### src/rtl/plab3_mem_line_refill_responder_pkg.sv
// Shared definitions for the line refill responder: message type codes, FSM state
// encoding, beat geometry (beats per line, beat-index width, line-offset shift).
// No ports; imported by plab3_mem_line_beat_reg and plab3_mem_line_refill_responder.
package plab3_mem_line_refill_responder_pkg;

    // Memory message type field widths (request and response share one encoding)
    localparam int MEM_REQ_TYPE_NBITS  = 3;
    localparam int MEM_RESP_TYPE_NBITS = 3;

    localparam logic [MEM_REQ_TYPE_NBITS-1:0] MEM_TYPE_READ       = 3'd0;
    localparam logic [MEM_REQ_TYPE_NBITS-1:0] MEM_TYPE_WRITE      = 3'd1;
    localparam logic [MEM_REQ_TYPE_NBITS-1:0] MEM_TYPE_WRITE_INIT = 3'd2;
    localparam logic [MEM_REQ_TYPE_NBITS-1:0] MEM_TYPE_AMO_ADD    = 3'd3;
    localparam logic [MEM_REQ_TYPE_NBITS-1:0] MEM_TYPE_AMO_AND    = 3'd4;
    localparam logic [MEM_REQ_TYPE_NBITS-1:0] MEM_TYPE_AMO_OR     = 3'd5;
    localparam logic [MEM_REQ_TYPE_NBITS-1:0] MEM_TYPE_PRELW      = 3'd6;

    // Line geometry: 128-bit line made of four 32-bit words, 16-byte aligned
    localparam int LINE_NBEATS    = 4;
    localparam int BEAT_IDX_NBITS = 2;
    localparam int LINE_OFF_SHAMT = 4;

    typedef enum logic [2:0] {
        ST_IDLE  = 3'd0,
        ST_ISSUE = 3'd1,
        ST_WAIT  = 3'd2,
        ST_RESP  = 3'd3
    } line_resp_state_t;

    // WRITE and WRITE_INIT push the captured line out; everything else fetches.
    function automatic logic is_write_type(input logic [MEM_REQ_TYPE_NBITS-1:0] t);
        return (t == MEM_TYPE_WRITE) || (t == MEM_TYPE_WRITE_INIT);
    endfunction

    function automatic logic is_amo_type(input logic [MEM_REQ_TYPE_NBITS-1:0] t);
        return (t == MEM_TYPE_AMO_ADD) || (t == MEM_TYPE_AMO_AND) || (t == MEM_TYPE_AMO_OR);
    endfunction

endpackage

### src/rtl/plab3_mem_line_beat_reg.sv
// Line register with per-word write enable and a word-select read port.
// Latency: write visible one cycle after enable; read port is combinational.
// Backpressure: none, the owner decides when to write.
// Ports: clk/reset (async active-high), i_word_we per-word enable, i_line write data
// (word k written from word k), i_rd_idx word select, o_rd_word selected word, o_line whole line.
module plab3_mem_line_beat_reg
    import plab3_mem_line_refill_responder_pkg::*;
#(
    parameter int p_word_nbits = 32,
    parameter int p_nwords     = LINE_NBEATS,
    parameter int p_idx_nbits  = BEAT_IDX_NBITS
) (
    input  logic                                   clk,
    input  logic                                   reset,
    input  logic [p_nwords-1:0]                    i_word_we,
    input  logic [p_nwords-1:0][p_word_nbits-1:0]  i_line,
    input  logic [p_idx_nbits-1:0]                 i_rd_idx,
    output logic [p_word_nbits-1:0]                o_rd_word,
    output logic [p_nwords-1:0][p_word_nbits-1:0]  o_line
);

    logic [p_nwords-1:0][p_word_nbits-1:0] r_line;

    always_ff @(posedge clk or posedge reset) begin
        if (reset) begin
            r_line <= '0;
        end else begin
            for (int i = 0; i < p_nwords; i++) begin
                if (i_word_we[i]) begin
                    r_line[i] <= i_line[i];
                end
            end
        end
    end

    assign o_rd_word = r_line[i_rd_idx];
    assign o_line    = r_line;

endmodule

### src/rtl/plab3_mem_line_refill_responder.sv
// Line refill responder: takes one cacheline request, runs it as four word beats on the
// backing-memory port (one outstanding), and returns one line response.
// Latency: 9 cycles accept->memresp_val with zero-wait memory; backpressure on any port stalls the FSM in place.
// Optional build macro: PLAB3_MEM_LINE_RESP_CRITICAL_WORD_FIRST_EN (start at the addressed word and wrap).
// Ports: clk, reset (async active-high), domain (security label, not used by logic),
//   memreq_*  line request (val/rdy, type, opaque, addr, data)
//   memresp_* line response (val/rdy, type, opaque, data)
//   bmemreq_* word request to backing memory (val/rdy, type, addr, data)
//   bmemresp_* word response from backing memory (val/rdy, data)
module plab3_mem_line_refill_responder
    import plab3_mem_line_refill_responder_pkg::*;
#(
    parameter int p_opaque_nbits = 8,
    parameter int abw            = 32,
    parameter int dbw            = 32,
    parameter int clw            = 128
) (
    input  logic                           clk,
    input  logic                           reset,
    input  logic                           domain,

    input  logic                           memreq_val,
    output logic                           memreq_rdy,
    input  logic [MEM_REQ_TYPE_NBITS-1:0]  memreq_type,
    input  logic [p_opaque_nbits-1:0]      memreq_opaque,
    input  logic [abw-1:0]                 memreq_addr,
    input  logic [clw-1:0]                 memreq_data,

    output logic                           memresp_val,
    input  logic                           memresp_rdy,
    output logic [MEM_RESP_TYPE_NBITS-1:0] memresp_type,
    output logic [p_opaque_nbits-1:0]      memresp_opaque,
    output logic [clw-1:0]                 memresp_data,

    output logic                           bmemreq_val,
    input  logic                           bmemreq_rdy,
    output logic [MEM_REQ_TYPE_NBITS-1:0]  bmemreq_type,
    output logic [abw-1:0]                 bmemreq_addr,
    output logic [dbw-1:0]                 bmemreq_data,

    input  logic                           bmemresp_val,
    output logic                           bmemresp_rdy,
    input  logic [dbw-1:0]                 bmemresp_data
);

    localparam int c_nbeats = clw / dbw;

    line_resp_state_t                  r_state;
    line_resp_state_t                  w_state_next;
    logic [MEM_REQ_TYPE_NBITS-1:0]     r_type;
    logic [p_opaque_nbits-1:0]         r_opaque;
    logic [abw-LINE_OFF_SHAMT-1:0]     r_base;
    logic [BEAT_IDX_NBITS-1:0]         r_beat;
    logic [BEAT_IDX_NBITS-1:0]         r_cnt;
    logic                              r_is_wr;

    logic                              w_accept;
    logic                              w_capture;
    logic                              w_req_is_wr;
    logic [BEAT_IDX_NBITS-1:0]         w_start_beat;
    logic [c_nbeats-1:0]               w_word_we;
    logic [clw-1:0]                    w_line_in;
    logic [clw-1:0]                    w_line;
    logic [dbw-1:0]                    w_rd_word;
    logic                              w_unused_ok;

    // domain only labels the ports; low address bits never reach the backing port
    assign w_unused_ok = ^{domain, memreq_addr[LINE_OFF_SHAMT-1:0]};

`ifdef PLAB3_MEM_LINE_RESP_CRITICAL_WORD_FIRST_EN
    assign w_start_beat = memreq_addr[LINE_OFF_SHAMT-1:2];
`else
    assign w_start_beat = '0;
`endif

    assign w_accept    = memreq_val && memreq_rdy;
    assign w_capture   = bmemresp_val && bmemresp_rdy;
    assign w_req_is_wr = is_write_type(memreq_type);

    // ------------------------------------------------------------------
    // Control FSM
    // ------------------------------------------------------------------
    always_ff @(posedge clk or posedge reset) begin
        if (reset) begin
            r_state <= ST_IDLE;
        end else begin
            r_state <= w_state_next;
        end
    end

    always_comb begin
        w_state_next = r_state;
        memreq_rdy   = 1'b0;
        bmemreq_val  = 1'b0;
        bmemresp_rdy = 1'b0;
        memresp_val  = 1'b0;
        case (r_state)
            ST_IDLE: begin
                // reset forces IDLE asynchronously; keep rdy low while it is held
                memreq_rdy = !reset;
                if (memreq_val && !reset) begin
                    w_state_next = ST_ISSUE;
                end
            end
            ST_ISSUE: begin
                bmemreq_val = 1'b1;
                if (bmemreq_rdy) begin
                    w_state_next = ST_WAIT;
                end
            end
            ST_WAIT: begin
                bmemresp_rdy = 1'b1;
                if (bmemresp_val) begin
                    w_state_next = (r_cnt == BEAT_IDX_NBITS'(c_nbeats - 1)) ? ST_RESP : ST_ISSUE;
                end
            end
            ST_RESP: begin
                memresp_val = 1'b1;
                if (memresp_rdy) begin
                    w_state_next = ST_IDLE;
                end
            end
            default: begin
                w_state_next = ST_IDLE;
            end
        endcase
    end

    // ------------------------------------------------------------------
    // Request tag and beat counters
    // ------------------------------------------------------------------
    always_ff @(posedge clk or posedge reset) begin
        if (reset) begin
            r_type   <= '0;
            r_opaque <= '0;
            r_base   <= '0;
            r_beat   <= '0;
            r_cnt    <= '0;
            r_is_wr  <= 1'b0;
        end else if (w_accept) begin
            r_type   <= memreq_type;
            r_opaque <= memreq_opaque;
            r_base   <= memreq_addr[abw-1:LINE_OFF_SHAMT];
            r_beat   <= w_start_beat;
            r_cnt    <= '0;
            r_is_wr  <= w_req_is_wr;
        end else if (w_capture) begin
            // beat index wraps inside the line; the line base is never touched
            r_beat   <= r_beat + 1'b1;
            r_cnt    <= r_cnt + 1'b1;
        end
    end

    // ------------------------------------------------------------------
    // Line storage: holds write data on the way out, assembles read data
    // on the way in. Reads start from a cleared line.
    // ------------------------------------------------------------------
    always_comb begin
        w_word_we = '0;
        w_line_in = {c_nbeats{bmemresp_data}};
        if (w_accept) begin
            w_word_we = '1;
            w_line_in = w_req_is_wr ? memreq_data : '0;
        end else if (w_capture && !r_is_wr) begin
            w_word_we = c_nbeats'(1) << r_beat;
        end
    end

    plab3_mem_line_beat_reg #(
        .p_word_nbits (dbw),
        .p_nwords     (c_nbeats),
        .p_idx_nbits  (BEAT_IDX_NBITS)
    ) u_line (
        .clk       (clk),
        .reset     (reset),
        .i_word_we (w_word_we),
        .i_line    (w_line_in),
        .i_rd_idx  (r_beat),
        .o_rd_word (w_rd_word),
        .o_line    (w_line)
    );

    // ------------------------------------------------------------------
    // Outputs: everything comes from registers, so it is stable while stalled
    // ------------------------------------------------------------------
    assign bmemreq_type   = r_is_wr ? MEM_TYPE_WRITE : MEM_TYPE_READ;
    assign bmemreq_addr   = {r_base, r_beat, 2'b00};
    assign bmemreq_data   = (r_state == ST_ISSUE && r_is_wr) ? w_rd_word : '0;
    assign memresp_type   = r_type;
    assign memresp_opaque = r_opaque;
    assign memresp_data   = r_is_wr ? '0 : w_line;

    // ------------------------------------------------------------------
    // Interface sanity checks (simulation only effect)
    // ------------------------------------------------------------------
    always @(posedge clk) begin
        if (!reset) begin
            assert (!$isunknown({memreq_val, memresp_rdy, bmemreq_rdy, bmemresp_val}));
            // AMOs are not supported; they are serviced as plain reads
            if (w_accept) begin
                assert (!is_amo_type(memreq_type));
            end
        end
    end

endmodule
### config.mk
export PLATFORM = sky130hd
export DESIGN_NAME = plab3_mem_line_refill_responder
export DESIGN_NICKNAME = d
export VERILOG_FILES = /design/src/rtl/plab3_mem_line_refill_responder_pkg.sv /design/src/rtl/plab3_mem_line_beat_reg.sv /design/src/rtl/plab3_mem_line_refill_responder.sv
export SDC_FILE = /design/constraint.sdc
export NUM_CORES = 1
export LEC_CHECK = 0
export ABC_AREA = 1
export CORE_AREA = 2 2 163 165
export CTS_CLUSTER_DIAMETER = 80
export CTS_CLUSTER_SIZE = 40
export DETAILED_ROUTE_END_ITERATION = 10
export DIE_AREA = 0 0 165 167
export GPL_ROUTABILITY_DRIVEN = 0
export HOLD_SLACK_MARGIN = 0.1
export PLACE_DENSITY_LB_ADDON = 0.15
export SETUP_SLACK_MARGIN = 0.05
export SYNTH_ARGS = -nofsm -noshare
export SYNTH_HDL_FRONTEND = slang
export SYNTH_HIERARCHICAL = 1
export SYNTH_SLANG_ARGS = --single-unit
### constraint.sdc
create_clock -name clk -period 5.3 [get_ports clk]
set_input_delay 1.06 -clock clk [delete_from_list [all_inputs] [get_ports clk]]
set_output_delay 1.06 -clock clk [all_outputs]
set_load 0.005 [all_outputs]
-- Word-level counts from Yosys, hierarchy flattened
Index checks and enable logic that the tools add are counted.
- word-level logic and storage cells: 59
- input bits: 210
- flip-flop bits (word level): 175
- eq/ne operators: 10
- multiplexer cells: 23
- reductions and logical operators: 11
- $lt $le $gt $ge: 1
- add/sub/neg operators: 2
- shifts and indexed selects: 1
- operator list (cell ; number):
    $mux 128 ; 3
    $bmux 32 s2 ; 1
    $mux 32 ; 2
    $mux 3 ; 4
    $pmux 3 s4 ; 1
    $mux 2 ; 5
    $eq 3x2->1 const B ; 3
    $mux 4 ; 2
    $ne 2x2->1 const B ; 4
    $eq 3x1->1 const B ; 2
    $logic_and 1x1->1 ; 5
    $mux 1 ; 5
    $add 2x1->2 const B ; 2
    $reduce_and 4->1 ; 1
    $shl 1x2->4 const A ; 1
    $logic_not 3->1 ; 1
    $lt 2x3->1 const B ; 1
    $eq 2x2->1 const B ; 1
    $logic_not 1->1 ; 2
    $reduce_bool 2->1 ; 1
    $logic_or 1x1->1 ; 1

-- Logic depth before layout (Yosys ltp)
Gate-level depths: netlist of the first run.
- depth after elaboration: 6
- mapped depth: 9
- gate-level depth less buffers: 7

-- Modules after synthesis
The synthesis of the first run kept the hierarchy.
- modules (own cells, without submodules) (module ; cells each ; sequential area each (um^2) ; area an instance (um^2) ; instances):
    plab3_mem_line_beat_reg ; 787 ; 3203.1 ; 6030.8 ; 1
    plab3_mem_line_refill_responder ; 900 ; 1151.1 ; 4709.5 ; 1

-- Least setup slack after synthesis of the first run
OpenSTA, ideal clock, no wires.
- path type: input to register
- start point: in reset
- end point: reg u_line.r_line (netlist bit u_line/o_line[103])
- setup slack: 1.830 ns
- required time: 5.173 ns
- library setup time: 0.127 ns
- stages on the path: 8
- arrival time: 3.343 ns
- path buffers: 3
- path through: clkinv_1 > nand3_2 > clkbuf_1 > nand2_1 > buf_2 > buf_2 > nand2_1 > o21ai_0
- word-level cells in the longest chain between the ends: 4
- elaborated cells between the ends (all ways): 5
- classes of those cells: mux: 3; reduce/logical: 2
- ends and longest elaborated chain (item ; RTL line ; text):
    start: declaration ; plab3_mem_line_refill_responder.sv:19 ; input logic reset,
    $logic_not 1->1 ; - ;
    $mux 1 ; plab3_mem_line_refill_responder.sv:97 ; case (r_state)
    $logic_and 1x1->1 ; plab3_mem_line_refill_responder.sv:76 ; assign w_accept = memreq_val && memreq_rdy;
    $mux 4 ; plab3_mem_line_refill_responder.sv:161 ; if (w_accept) begin
    via w_word_we[3] ; plab3_mem_line_refill_responder.sv:61 ; logic [c_nbeats-1:0] w_word_we;
    end signal: indexed assignment ; plab3_mem_line_beat_reg.sv:30 ; r_line[i] <= i_line[i];
    end: declaration ; plab3_mem_line_beat_reg.sv:22 ; logic [p_nwords-1:0][p_word_nbits-1:0] r_line;
The timed path passes the listed nets, and every way through them passes these cells.
A chain may end at the register's enable or synchronous reset.

-- Worst setup path in the final report of the first run
- start point: reg r_beat[0]
- end point: out bmemreq_data[0]
- word-level cells in the longest chain between the ends: 3
- ends and longest elaborated chain (item ; RTL line ; text):
    start: declaration ; plab3_mem_line_refill_responder.sv:53 ; logic [BEAT_IDX_NBITS-1:0] r_beat;
    start signal: assignment ; plab3_mem_line_refill_responder.sv:144 ; r_beat <= w_start_beat;
    start signal: assignment ; plab3_mem_line_refill_responder.sv:149 ; r_beat <= r_beat + 1'b1;
    $bmux 32 s2 ; plab3_mem_line_beat_reg.sv:36 ; assign o_rd_word = r_line[i_rd_idx];
    $mux 32 (not written as such) ; plab3_mem_line_beat_reg.sv:36 ;
    via w_rd_word[0] ; plab3_mem_line_refill_responder.sv:64 ; logic [dbw-1:0] w_rd_word;
    $mux 32 ; plab3_mem_line_refill_responder.sv:188 ; assign bmemreq_data = (r_state == ST_ISSUE && r_is_wr) ? w_rd_word : '0;
    end: declaration ; plab3_mem_line_refill_responder.sv:39 ; output logic [dbw-1:0] bmemreq_data,
The timed path passes the listed nets, and every way through them passes these cells. The select of a mux whose other input is x is not followed.

==> results.sh, run 1 <==
export IMPL_status="completed"
export IMPL_grt_total_usage_pct=27.3
export IMPL_fin_cells=2379
export IMPL_synth_area_per_cell_sq_um=6.37
export IMPL_p_leak_nw=7.78
export IMPL_rows=59
export IMPL_cts_hold_buf=0
export IMPL_finalHoldViolations=0
export IMPL_routed_via_density=4.82
export IMPL_fp_dieH_um=167
export IMPL_slew_violations=0
export IMPL_wire_per_inst_um=15.9
export IMPL_initial_core_util_pct=41.7
export IMPL_seq_area_sq_um=4360
export IMPL_cap_violations=0
export IMPL_hp_class="reg -> reg"
export IMPL_ys_types=20
export IMPL_syn_instance_count=1687
export IMPL_skew_ps=13.7
export IMPL_r2r_end="u_line/o_line[86]"
export IMPL_postRouteAntennaNets=0
export IMPL_slowest_stage="dfrtp_2"
export IMPL_yosysWarnings=6
export IMPL_cp_arrival_ps=3210
export IMPL_setup_viol=0
export IMPL_fp_coreArea_sq_um=25800
export IMPL_portBuffers=410
export IMPL_drive_above_1_share_pct=3.38
export IMPL_critPathBufInv=4
export IMPL_fin_nets=2243
export IMPL_synth_seq_cells=174
export IMPL_crit_family="buffers and inverters"
export IMPL_required_ps=4240
export IMPL_dr_pass1_iters=6
export IMPL_dp_hpwl_mm=26.1
export IMPL_fmax_ghz=0.234
export IMPL_cts_buffers=17
export IMPL_h_tree_depth=4
export IMPL_holdPathEnd="r_base[24]"
export IMPL_fin_crit_sh_pct=80.6
export IMPL_area_growth_pct=43.7
export IMPL_ioPinCount=420
export IMPL_powerDensity_nw_per_um2=528
export IMPL_path_max_fanout=35
export IMPL_grt_max_degree=103
export IMPL_reg2reg_from="r_beat[0]"
export IMPL_grt_pass1_wl_mm=58.6
export IMPL_ir_drop_v=0.000246
export IMPL_period_minus_slack_ps=4270
export IMPL_critical_path_class="reg -> out"
export IMPL_cts_clk_slew_worst_paths_ps=80
export IMPL_grt_pass1_vias=11200
export IMPL_die_area_sq_um=27600
export IMPL_clock_sinks=174
export IMPL_post_cts_buffers=0
export IMPL_grt_remaining_overflow=0
export IMPL_crit_chain="inv_2 -> buf_4 -> nand2_1 -> nand3_1 -> nand2_1 -> inv_1 -> nor2_1 -> clkdlybuf4s50_1"
export IMPL_cts_tree="done"
export IMPL_vias=11500
export IMPL_r2r_slack_ps=2150
export IMPL_cp_common_cell="nand2_1"
export IMPL_r2r_cells=7
export IMPL_worst_pin_slew_ps=1200
export IMPL_cts_resized=0
export IMPL_clk_latency_ps=430
export IMPL_dp_cells=2344
export IMPL_min_from="r_base[24]"
export IMPL_multi_input_area_sq_um=4640
export IMPL_drt_initial_drc_count=813
export IMPL_setup_tns_ps=0
export IMPL_synth_area_sq_um=10700
export IMPL_cts_buffer_depth=2
export IMPL_nFillCells=2520
export IMPL_startpoint_type="flip-flop"
export IMPL_hold_path_depth=2
export IMPL_seq_area_frac_synth_pct=40.5
export IMPL_cts_root_buf="clkbuf_16"
export IMPL_wl_mm=37.7
export IMPL_slew_headroom_pct=20.2
export IMPL_antenna_found_initial=4
export IMPL_rsz0062_at_grt="no"
export IMPL_crit_path_end_kind="primary output"
export IMPL_drc=0
export IMPL_slowest_delay_ps=770
export IMPL_die_w_um=165
## final cells by class
type	instances	area share (%)
repair buffers	429	27.5
well taps	335	2.72
clock inverters	15	1.18
multi-input cells	1099	30.0
diodes	3	0.0486
clock buffers	17	2.76
flip-flops and latches	174	28.2
inverters	307	7.50
## flip-flops by register name, indices dropped and copies added, names as in the netlist
| name | cells |
|---|---|
| r_cnt | 2 |
| memresp_opaque | 8 |
| r_is_wr | 1 |
| r_beat | 2 |
| u_line/o_line | 128 |
| r_state | 2 |
| r_base | 28 |
| memresp_type | 3 |
## cells in the final DEF (no fill, tap or decap), types with 2 or more instances in the layout
cell / n
ha_1: 5
nand3_1: 202
clkbuf_16: 17
conb_1: 4
dfrtp_2: 2
buf_4: 19
nand2_2: 5
diode_2: 3
clkdlybuf4s50_1: 410
inv_8: 6
inv_1: 302
o21ai_0: 133
clkinv_8: 4
inv_2: 4
nand2_1: 581
nor2_1: 163
clkinv_4: 2
inv_6: 2
dfrtp_1: 171
nor2_2: 2
## through the flow
| stage | util, % | total power [W] | cell area, sq um | hold WS, ps | setup WS (ps) |
|---|---|---|---|---|---|
| after floorplan | - | 0.00459 | 10800 | 446 | 827 |
| after global placement | 57.5 | 0.00682 | 14800 | 453 | 1370 |
| after detailed placement | 57.5 | 0.00687 | 14800 | 459 | 1430 |
| after CTS | 59.9 | 0.00821 | 15400 | 480 | 940 |
| after global routing | 59.9 | 0.00886 | 15400 | 494 | 840 |
| final | 59.9 | 0.00815 | 15400 | 479 | 1030 |
## synth_stat cells (all sizes together)
| library cell | instances | share of area (%) |
|---|---|---|
| nand3 | 203 | 9.5 |
| clkbuf | 21 | 0.83 |
| buf | 89 | 5.1 |
| conb | 1 | 0.035 |
| inv | 306 | 11 |
| o21ai | 133 | 6.2 |
| ha | 5 | 0.58 |
| nor2 | 166 | 5.9 |
| nand2 | 587 | 21 |
| clkinv | 1 | 0.035 |
| nand3b | 1 | 0.070 |
| dfrtp | 174 | 41 |
## worst max path at each step
stage,start,to,cells past startpoint
4_1_cts,r_beat[0],bmemreq_data[0],8
3_3_place_gp,r_beat[0],bmemreq_data[0],8
2_1_floorplan,reset,u_line/o_line[0],1
5_1_grt,r_beat[0],bmemreq_data[0],8
3_5_place_dp,r_beat[0],bmemreq_data[0],8
6_report,r_beat[0],bmemreq_data[0],8
## power by group
part           leakage (nW)  internal, W  switching (W)
Clock                 0.294     0.000645       0.000647
Combinational          5.32      0.00212        0.00237
Sequential             2.16      0.00196       0.000409
## per-layer routing
metal | vias to the layer above | global-route usage, % | wire length, um
met4 | 2 | 10.0 | 1110
met2 | 428 | 45.9 | 18000
met1 | 5279 | 33.7 | 15600
met3 | 68 | 6.80 | 3020
met5 | - | 0 | 11
li1 | 5700 | - | -
## cells by family (layout without fill, tap and decap cells)
logic type | Yosys count | count (layout) | share of synthesized area (%)
and+or+nand+nor | 957 | 957 | 36.0
adders and majority gates | 5 | 5 | 0.582
DFF | 174 | 174 | 40.5
buffers and inverters | 417 | 768 | 16.6
AOI/OAI and AO/OA | 133 | 133 | 6.20
other | 1 | 7 | 0.0349
## tightest hold or removal path, stage by stage (launching register included)
cell and delay (ps):
dfrtp_1 350, nand2_1 50, nand2_1 50
Power figures use the tool's default switching activity.
==> run 2: changes to the inputs <==
- clock period: 5.3 -> 4.4 ns (I/O delays scaled with it)
==> results.sh, run 2 (synthesized netlist as in run 1, its figures left out) <==
export IMPL_path_max_fanout=35
export IMPL_fin_cells=2379
export IMPL_finalHoldViolations=0
export IMPL_startpoint_type="flip-flop"
export IMPL_h_tree_depth=4
export IMPL_multi_input_area_sq_um=4640
export IMPL_drive_above_1_share_pct=3.52
export IMPL_setup_viol=0
export IMPL_crit_family="simple AND/OR/NAND/NOR gates"
export IMPL_grt_pass1_vias=11000
export IMPL_wl_mm=37.5
export IMPL_area_growth_pct=44.7
export IMPL_seq_area_sq_um=4360
export IMPL_routed_via_density=4.85
export IMPL_crit_path_end_kind="primary output"
export IMPL_post_cts_buffers=0
export IMPL_postPlaceCellArea_sq_um=14900
export IMPL_grt_max_degree=106
export IMPL_final_cell_area_sq_um=15500
export IMPL_rsz0062_at_grt="no"
export IMPL_slew_headroom_pct=37.2
export IMPL_cts_resized=0
export IMPL_diodes=0
export IMPL_fin_crit_sh_pct=80.8
export IMPL_slew_violations=0
export IMPL_swShare_pct=42.2
export IMPL_fin_nets=2246
export IMPL_power_w=0.00991
export IMPL_drc=0
export IMPL_r2r_cells=8
export IMPL_ioPinCount=420
export IMPL_wl_met2_mm=17.9
export IMPL_p_leak_nw=7.82
export IMPL_wire_per_inst_um=15.8
export IMPL_antenna_found_initial=1
export IMPL_fmax_ghz=0.281
export IMPL_r2r_slack_ps=2020
export IMPL_cts_buffer_depth=2
export IMPL_holdPathEnd="r_base[26]"
export IMPL_hp_class="reg -> reg"
export IMPL_cts_tree="done"
export IMPL_ir_drop_v=0.000315
export IMPL_seqPwrFrac_pct=28.6
export IMPL_grt_total_usage_pct=27.4
export IMPL_drt_initial_drc_count=738
export IMPL_nFillCells=2494
export IMPL_cts_root_buf="clkbuf_16"
export IMPL_initial_core_util_pct=41.7
export IMPL_cts_clk_slew_worst_paths_ps=80
export IMPL_critical_path_class="reg -> out"
export IMPL_crit_chain="nand2_2 -> nor2_1 -> clkdlybuf4s50_1"
export IMPL_switchingPower_w=0.00418
export IMPL_worst_pin_slew_ps=938
export IMPL_highest_layer="met5"
export IMPL_powerDensity_nw_per_um2=638
export IMPL_power_share_clock_pct=15.8
export IMPL_fp_dieH_um=167
export IMPL_crit_cells=3
export IMPL_largest_reg_flops=128
export IMPL_final_util_pct=60.3
export IMPL_final_cell_mix="nand2_1, clkdlybuf4s50_1, inv_1, nand3_1, dfrtp_1"
export IMPL_vias=11500
export IMPL_slowest_delay_ps=700
export IMPL_hold_path_depth=2
export IMPL_setup_tns_ps=0
export IMPL_reg2reg_from="r_beat[0]"
export IMPL_postRouteAntennaNets=0
export IMPL_cap_violations=0
export IMPL_cts_buffers=17
export IMPL_status="completed"
export IMPL_die_w_um=165
export IMPL_r2r_end="u_line/o_line[84]"
export IMPL_wl_met3_mm=3.25
export IMPL_clock_sinks=174
export IMPL_dr_pass1_iters=7
export IMPL_layout_commonest_cell="nand2_1"
export IMPL_wl_met1_mm=15.2
export IMPL_grt_pass1_wl_mm=59.0
export IMPL_slowest_stage="dfrtp_4"
export IMPL_grt_remaining_overflow=0
export IMPL_critPathBufInv=1
export IMPL_dp_hpwl_mm=25.9
export IMPL_die_area_sq_um=27600
export IMPL_period_minus_slack_ps=3550
export IMPL_cts_hold_buf=0
export IMPL_clk_latency_ps=440
export IMPL_intPower_w=0.00573
export IMPL_dp_cells=2347
export IMPL_rows=59
export IMPL_fp_coreArea_sq_um=25800
export IMPL_required_ps=3520
export IMPL_min_from="r_base[26]"
export IMPL_portBuffers=410
export IMPL_skew_ps=10.8
export IMPL_combPwrFrac_pct=55.6
export IMPL_cp_arrival_ps=2670
run 2: routing by layer:
metal  global-route usage, %  vias up
li1                        -     5709
met1                    34.4     5286
met2                    45.5      465
met3                    6.77       67
met4                    10.2        2
met5                       0        -
run 2: area by class of cell:
class | instances | area share, %
Inverter | 307 | 7.45
Multi-Input combinational cell | 1099 | 29.8
Clock inverter | 15 | 1.20
Clock buffer | 17 | 2.74
Sequential cell | 174 | 28.1
Tap cell | 335 | 2.70
Timing Repair Buffer | 432 | 28.0
run 2: how the worst max path moves through the flow:
stage                        from                to
after floorplan             reset  u_line/o_line[0]
after global placement    r_is_wr  bmemreq_data[10]
after detailed placement  r_is_wr  bmemreq_data[18]
after CTS                 r_is_wr  bmemreq_data[18]
after global routing      r_is_wr  bmemreq_data[18]
final                     r_is_wr  bmemreq_data[18]
run 2: power by group through the flow:
stage / Clock (W) / Combinational [W] / Sequential (W)
2_1_floorplan: 0 / 0.00281 / 0.00273
3_3_place_gp: 0 / 0.00547 / 0.00283
3_5_place_dp: 0 / 0.00551 / 0.00285
4_1_cts: 0.00160 / 0.00555 / 0.00283
5_1_grt: 0.00166 / 0.00617 / 0.00293
6_report: 0.00157 / 0.00551 / 0.00283
run 2: worst register-to-register path, cell delays in order (launching register included):
cell	delay [ps]
dfrtp_2	370
buf_4	680
inv_1	210
ha_1	250
nand3_1	90
nand2_2	200
buf_12	280
nand2_1	120
o21ai_0	80
run 2: metrics by stage:
stage	worst slack, ps	hold WS, ps
2_1_floorplan	107	446
3_3_place_gp	1310	455
3_5_place_dp	1280	458
4_1_cts	806	479
5_1_grt	695	497
6_report	847	476
==> run 3: changes to the inputs <==
- CORE_AREA: 2 2 163 165 -> not set
- CORE_MARGIN: not set -> 2
- CORE_UTILIZATION: not set -> 40
- DIE_AREA: 0 0 165 167 -> not set
- clock period: 4.4 -> 3.15 ns (I/O delays scaled with it)
==> results.sh, run 3 (synthesized netlist as in run 1, its figures left out) <==
export IMPL_die_area_sq_um=28200
export IMPL_critical_path_class="reg -> out"
export IMPL_dp_hpwl_mm=26.5
export IMPL_r2r_slack_ps=960
export IMPL_postRouteAntennaNets=0
export IMPL_cts_root_buf="clkbuf_16"
export IMPL_combPwrFrac_pct=55.9
export IMPL_min_from="memresp_opaque[7]"
export IMPL_fin_crit_sh_pct=93.3
export IMPL_layout_commonest_cell="nand2_1"
export IMPL_cts_buffers=17
export IMPL_grt_max_degree=131
export IMPL_seqPwrFrac_pct=27.6
export IMPL_startpoint_type="flip-flop"
export IMPL_fin_nets=2251
export IMPL_final_cell_area_sq_um=15700
export IMPL_p_leak_nw=7.89
export IMPL_clk_latency_ps=430
export IMPL_crit_path_end_kind="primary output"
export IMPL_r2r_cells=7
export IMPL_hold_path_depth=2
export IMPL_post_cts_buffers=0
export IMPL_required_ps=2520
export IMPL_antenna_found_initial=1
export IMPL_intPower_w=0.00822
export IMPL_worst_pin_slew_ps=819
export IMPL_cts_hold_buf=0
export IMPL_postPlaceCellArea_sq_um=15000
export IMPL_skew_ps=12.8
export IMPL_rows=59
export IMPL_portBuffers=410
export IMPL_powerDensity_nw_per_um2=897
export IMPL_largest_reg_flops=128
export IMPL_cp_arrival_ps=2310
export IMPL_routed_via_density=4.85
export IMPL_finalHoldViolations=0
export IMPL_wl_met2_mm=18.3
export IMPL_swShare_pct=41.5
export IMPL_initial_core_util_pct=41.0
export IMPL_power_share_clock_pct=16.5
export IMPL_final_util_pct=59.8
export IMPL_holdPathEnd="memresp_opaque[7]"
export IMPL_cts_buffer_depth=2
export IMPL_grt_pass1_wl_mm=58.9
export IMPL_ioPinCount=420
export IMPL_grt_pass1_vias=11000
export IMPL_setup_viol=0
export IMPL_cts_clk_slew_worst_paths_ps=80
export IMPL_ir_drop_v=0.000534
export IMPL_fp_coreArea_sq_um=26200
export IMPL_wl_mm=37.9
export IMPL_drc=0
export IMPL_rsz0062_at_grt="no"
export IMPL_die_w_um=168
export IMPL_hp_class="reg -> reg"
export IMPL_slew_violations=0
export IMPL_grt_total_usage_pct=26.5
export IMPL_final_cell_mix="nand2_1, clkdlybuf4s50_1, inv_1, nand3_1, dfrtp_1"
export IMPL_wire_per_inst_um=15.9
export IMPL_dr_pass1_iters=6
export IMPL_fp_dieH_um=168
export IMPL_vias=11600
export IMPL_fmax_ghz=0.340
export IMPL_drt_initial_drc_count=852
export IMPL_status="completed"
export IMPL_reg2reg_from="r_is_wr"
export IMPL_cts_resized=1
export IMPL_cts_tree="done"
export IMPL_slew_headroom_pct=45.4
export IMPL_clock_sinks=174
export IMPL_h_tree_depth=4
export IMPL_cap_violations=0
export IMPL_area_growth_pct=46.0
export IMPL_power_w=0.0141
export IMPL_highest_layer="met4"
export IMPL_setup_tns_ps=0
export IMPL_path_max_fanout=18
export IMPL_switchingPower_w=0.00584
export IMPL_period_minus_slack_ps=2940
export IMPL_grt_remaining_overflow=0
export IMPL_r2r_end="u_line/o_line[118]"
export IMPL_nFillCells=2505
export IMPL_wl_met3_mm=3.10
export IMPL_wl_met1_mm=15.8
export IMPL_drive_above_1_share_pct=3.76
-- run 3: cell types whose count changed in the layout (fill, tap and decap cells not counted) --
cell | previous run | this run
clkinvlp_4 | 0 | 1
inv_6 | 4 | 0
diode_2 | 0 | 1
inv_8 | 4 | 6
inv_12 | 2 | 0
buf_12 | 7 | 12
clkinv_4 | 2 | 3
nand2_4 | 1 | 2
bufinv_16 | 0 | 2
nand2_2 | 5 | 4
-- run 3: worst max-delay path by stage --
| stage | startpoint | endpoint | slack, ps |
|---|---|---|---|
| after CTS | r_beat[0] | bmemreq_data[11] | 180 |
| after global routing | r_beat[0] | bmemreq_data[10] | 80 |
| after detailed placement | r_state[1] | bmemreq_data[16] | 530 |
| after global placement | r_state[1] | bmemreq_data[14] | 590 |
| after floorplan | reset | u_line/o_line[103] | 110 |
| final | r_beat[0] | bmemreq_data[11] | 210 |
-- run 3: through the flow --
step	cells	hold WS, ps	setup slack, ps
after detailed placement	2352	458	533
final	2385	470	211
after global placement	2352	453	593
after floorplan	1690	446	110
after global routing	2385	500	84.0
after CTS	2384	478	185
-- run 3: layer usage --
metal / up-vias / track usage (%)
met5: - / 0
met4: 0 / 8.02
met3: 43 / 5.99
met2: 423 / 45.0
met1: 5375 / 33.8
li1: 5726 / -
-- run 3: layout make-up --
class / instances / area (sq um) / area share [%]
inverter: 307 / 1160 / 7.37
tap: 335 / 419 / 2.67
timing repair buffer: 437 / 4460 / 28.4
clock inverter: 15 / 219 / 1.40
antenna: 1 / 2.50 / 0.0160
multi-input combinational: 1099 / 4640 / 29.6
clock buffer: 17 / 425 / 2.71
sequential: 174 / 4360 / 27.8
-- run 3: power by group through the flow --
stage          combinational (W)  clock [W]  sequential [W]
6_report                 0.00786    0.00232         0.00388
5_1_grt                  0.00876    0.00245         0.00401
4_1_cts                  0.00793    0.00236         0.00388
3_5_place_dp             0.00788          0         0.00391
3_3_place_gp             0.00783          0         0.00386
2_1_floorplan            0.00392          0         0.00381
-- run 3: critical path, stage by stage, from the launching register on --
cell and delay (ps):
dfrtp_2 430, inv_2 320, buf_4 340, nand2_1 80, nand3_1 70, nand2_1 50
inv_1 90, nor2_1 60, clkdlybuf4s50_1 440
